[src/rtl/fp_normalize_seq.sv]
// rtl/fp_normalize_seq.sv - sequential sign/magnitude normaliser for the 12-bit linear-to-float converter
// Produces sign, 3-bit exponent, 4-bit significand and round bit, one shift per cycle.
module fp_normalize_seq #(
    parameter bit EARLY_EXIT = 1'b1
) (
    input  logic        clk,
    input  logic        rst_n,
    input  logic        in_valid,
    output logic        in_ready,
    input  logic [11:0] d_in,
    output logic        out_valid,
    input  logic        out_ready,
    output logic        s_out,
    output logic [2:0]  e_out,
    output logic [3:0]  f_out,
    output logic        fifth_bit
);

    typedef enum logic [1:0] {IDLE, ABS, SHIFT, DONE} state_t;

    state_t      state, state_nxt;
    logic [11:0] d_reg, d_reg_nxt;
    logic        sign, sign_nxt;
    logic [10:0] sr, sr_nxt;
    logic [2:0]  exp_cnt, exp_nxt;
    logic [2:0]  step, step_nxt;
    logic        s_nxt, fifth_nxt;
    logic [2:0]  e_nxt;
    logic [3:0]  f_nxt;
    logic [10:0] mag;
    logic        norm;
    logic        finish;

    // -2048 has no positive counterpart; it saturates to the largest magnitude
    always_comb begin
        mag = d_reg[10:0];
        if (d_reg[11]) begin
            if (d_reg == 12'h800) mag = 11'h7FF;
            else                  mag = ~d_reg[10:0] + 11'd1;
        end
    end

    assign norm = sr[10] | (exp_cnt == 3'd0);

    always_comb begin
        state_nxt = state;
        d_reg_nxt = d_reg;
        sign_nxt  = sign;
        sr_nxt    = sr;
        exp_nxt   = exp_cnt;
        step_nxt  = step;
        s_nxt     = s_out;
        e_nxt     = e_out;
        f_nxt     = f_out;
        fifth_nxt = fifth_bit;
        finish    = 1'b0;
        case (state)
            IDLE: begin
                if (in_valid) begin
                    d_reg_nxt = d_in;
                    state_nxt = ABS;
                end
            end
            ABS: begin
                sign_nxt  = d_reg[11];
                sr_nxt    = mag;
                exp_nxt   = 3'd7;
                step_nxt  = 3'd0;
                state_nxt = SHIFT;
            end
            SHIFT: begin
                if (EARLY_EXIT) begin
                    if (norm) begin
                        finish = 1'b1;
                    end else begin
                        sr_nxt  = {sr[9:0], 1'b0};
                        exp_nxt = exp_cnt - 3'd1;
                    end
                end else begin
                    // fixed latency: eight evaluations, shifting only while unnormalised
                    if (step == 3'd7) begin
                        finish = 1'b1;
                    end else begin
                        if (!norm) begin
                            sr_nxt  = {sr[9:0], 1'b0};
                            exp_nxt = exp_cnt - 3'd1;
                        end
                        step_nxt = step + 3'd1;
                    end
                end
                if (finish) begin
                    state_nxt = DONE;
                    s_nxt     = sign;
                    e_nxt     = exp_cnt;
                    f_nxt     = sr[10:7];
                    fifth_nxt = sr[6];
                end
            end
            DONE: begin
                if (out_ready) state_nxt = IDLE;
            end
            default: state_nxt = IDLE;
        endcase
    end

    always_ff @(posedge clk or negedge rst_n) begin
        if (!rst_n) begin
            state     <= IDLE;
            d_reg     <= 12'd0;
            sign      <= 1'b0;
            sr        <= 11'd0;
            exp_cnt   <= 3'd0;
            step      <= 3'd0;
            s_out     <= 1'b0;
            e_out     <= 3'd0;
            f_out     <= 4'd0;
            fifth_bit <= 1'b0;
        end else begin
            state     <= state_nxt;
            d_reg     <= d_reg_nxt;
            sign      <= sign_nxt;
            sr        <= sr_nxt;
            exp_cnt   <= exp_nxt;
            step      <= step_nxt;
            s_out     <= s_nxt;
            e_out     <= e_nxt;
            f_out     <= f_nxt;
            fifth_bit <= fifth_nxt;
        end
    end

    assign in_ready  = (state == IDLE);
    assign out_valid = (state == DONE);

endmodule
[config.mk]
export PLATFORM = sky130hd
export DESIGN_NAME = fp_normalize_seq
export DESIGN_NICKNAME = d
export VERILOG_FILES = /design/src/rtl/fp_normalize_seq.sv
export SDC_FILE = /design/constraint.sdc
export NUM_CORES = 1
export LEC_CHECK = 0
export BUFFER_PORTS_ARGS = -buffer_cell sky130_fd_sc_hd__buf_4
export CAP_MARGIN = 20
export CORE_MARGIN = 2
export CORE_UTILIZATION = 25
export DETAILED_ROUTE_END_ITERATION = 8
export SETUP_SLACK_MARGIN = 0.05
export SYNTH_ARGS = -nofsm -noshare
export SYNTH_HDL_FRONTEND = slang
export SYNTH_SLANG_ARGS = --single-unit
[constraint.sdc]
create_clock -name clk -period 1.9 [get_ports clk]
set_clock_uncertainty 0.1 [all_clocks]
set_input_delay 0.38 -clock clk [delete_from_list [all_inputs] [get_ports clk]]
set_output_delay 0.38 -clock clk [all_outputs]
set_load 0.03 [all_outputs]
==> results.tsv <==
stage	metric	value	unit
synthesis	synth-edff-count	0	
setup_path	criticalPathCategory	reg2reg	
clock_tree	cts_tree	yes	
clock_tree	clock_sinks	38	
synthesis	synth.most_common_cell	dfrtp_1	
synthesis	syn_inst	183	
synthesis	avgSynthCellArea	11.1	µm²
power_and_ir_drop	seqPwrFrac	0.320	
final_layout	antenna_cells	0	
setup_path	cp.arrival	1880	ps
final_layout	drive_above_1_share	0.430	
clock_tree	clk_latency	290	ps
power_and_ir_drop	p_int	2.90	mW
final_layout	utilization	0.343	
route	dr_total_vias	1612	
setup_path	path_cells	inv_2, ha_4, or4b_4, a211o_1, a21oi_1, o21ai_1	
die	rows	32	
sta	final.setup.worst_slack	96.0	ps
synthesis	netlist_area	0.00203	mm²
synthesis	ys_seq_area_frac	0.469	
global_route	grt_max_degree	39	
place	place.gp.congestion	0.865	
route	wl_met2	2200	µm
clock_tree	cts_root_buf	clkbuf_8	
die	die_y	94.1	µm
synthesis	synth_area_leaders	dfrtp_1 47%, mux2_2 12%, ha_1 4.3%, a31oi_1 2.8%, nor2b_1 2.5%	
setup_path	path_delay_family	compound AO/OA/AOI/OAI gates	
route	wl_met3	219	µm
die	die-area	0.00885	mm²
power_and_ir_drop	comb_power_share	0.574	
synthesis	ys_ff_latch	38	
route	route.detailed.wl_per_inst	13.7	µm
power_and_ir_drop	powerDensity	1830	mW/mm²
sta	slew_headroom	0.675	
clock_tree	clk_pin_slew_worst_paths	70	ps
sta	clock.fmax	0.554	GHz
setup_path	cp.buffers_inverters	1	
final_layout	final_design_area_no_fill	0.00268	mm²
sta	grt_setup_unrepaired	false	
die	core_area	0.00781	mm²
setup_path	cpMaxStageDelayCell	or4b_4	
place	placed_area	0.00248	mm²
power_and_ir_drop	ir_drop	636	µV
sta	drv_slew	0	
clock_tree	numCtsBuffers	5	
power_and_ir_drop	p_leak	1.20	nW
place	placed_cells	323	
route	drc	0	
route	dr.pass1.iters	5	
die	initial_core_util	0.260	
global_route	grt_first_pass_wirelength	7670	µm
final_layout	layout.nets	258	
synthesis	synth_cell_types	48	
die	die_width	94.1	µm
sta	setup_viol	0	
power_and_ir_drop	p_sw_frac	0.409	
route	wl_met1	2120	µm
synthesis	ys_warn_count	0	
hold_path	hp-class	in2reg	
power_and_ir_drop	power.switching	2.01	mW
setup_path	start_kind	register	
global_route	antenna_found_initial	0	
route	viasPerCell	4.78	
clock_tree	clock_tree.buffer_depth	2	
synthesis	async_reset_ff_frac	1.00	
power_and_ir_drop	power	4.90	mW
synthesis	synthesis.nets	206	
setup_path	required	1980	ps
synthesis	synthTopCellsByCount	38 x dfrtp_1, 22 x mux2_2, 11 x inv_1	
sta	finalCritPeriodShare	0.949	
run	maxCapViolCount	0	
outcome	status	finished clean	
setup_path	cpPeakStageDelay	470	ps
route	first_iter_violations	69	
final_layout	layout.cells.non_filler	337	
global_route	grtUsageTotal	0.111	
place	dp_hpwl	3390	µm
sta	hold_viol	0	
sta	period_needed	1800	ps
final_layout	area_growth	31.8	%
sta	whs	215	ps
route	maxUsedRoutingLayer	met4	
route	drtAntennaViolNets	0	
die	ios	27	
synthesis	synth_top_flop_cell	dfrtp_1	
sta	tightest_slew	488	ps
synthesis	synthDominantCellAreaShare	0.469	
final_layout	largest_reg_flops	12	
global_route	grt_pass1_vias	1635	
global_route	gr-total-overflow	0	
place	numPortBuffers	26	
synthesis	yosys.area.top_type	dfrtp_1	
route	routed_wl	4630	µm
sta	tns	0	ps
place	pre_cts_ws	-9.90	ps
setup_path	worstSetupEndpointType	register	
clock_tree	htree_levels	2	
power_and_ir_drop	clockPowerShare	0.106	
setup_path	cp_max_fo	3	
## cell type report
type | count | area [µm²]
Tap cell | 102 | 128
Fill cell | 789 | 5130
Multi-Input combinational cell | 122 | 1040
Timing Repair Buffer | 57 | 430
Clock inverter | 2 | 10.0
Clock buffer | 5 | 68.8
Sequential cell | 38 | 952
Inverter | 11 | 41.3
## what timing repair did
action	in CTS	in global routing
buffers inserted	4	2
setup endpoints to repair	3	9
hold buffers	1	0
gates resized for setup	2	10
endpoints found under the hold margin	38	0
pin swaps	1	2
## layout by cell type (no fill, tap or decap), types with 6 or more instances in the layout
cell,netlist,layout
nand2_1,9,9
buf_4,0,56
dfrtp_1,38,37
mux2_2,22,21
a31oi_1,9,9
a21oi_1,7,7
nor2b_1,8,8
ha_1,7,6
o21ai_0,9,9
inv_1,11,9
## cell families (layout without fill, tap and decap cells)
kind of cell | count (synthesis) | after routing | share of synthesized area
compound gates | 51 | 51 | 0.176
xor+xnor | 3 | 3 | 0.0129
fa+ha+maj | 7 | 7 | 0.0432
buf+inv | 23 | 75 | 0.0493
flops | 38 | 38 | 0.469
mux | 23 | 23 | 0.127
simple gates | 38 | 38 | 0.123
## power by group through the flow
stage               combinational, mW  clock, mW  sequential [mW]
finish                           2.82      0.521             1.57
global route                     3.10      0.582             1.62
CTS                              2.69      0.546             1.54
detailed placement               2.60          0             1.56
global placement                 2.57          0             1.54
floorplan                        1.62          0             1.63
## routing by layer
layer | GRT usage | vias to the layer above
li1 | - | 780
met1 | 0.143 | 783
met2 | 0.176 | 41
met3 | 0.0313 | 8
met4 | 0.0447 | 0
met5 | 0 | -
## path summary, 6_finish.rpt
path / end / cells after the start / slack (ps) / startpoint
max in group asynchronous: d_reg[2] / 2 / 840 / rst_n
worst max-delay path: sr[6] / 6 / 100 / d_reg[1]
worst min register to register: sr[2] / 1 / 390 / sr[2]
min in group asynchronous: f_out[2] / 2 / 490 / rst_n
worst min-delay path: d_reg[6] / 2 / 220 / d_in[6]
worst max register to register: sr[6] / 6 / 100 / d_reg[1]
Power figures use the tool's default switching activity.
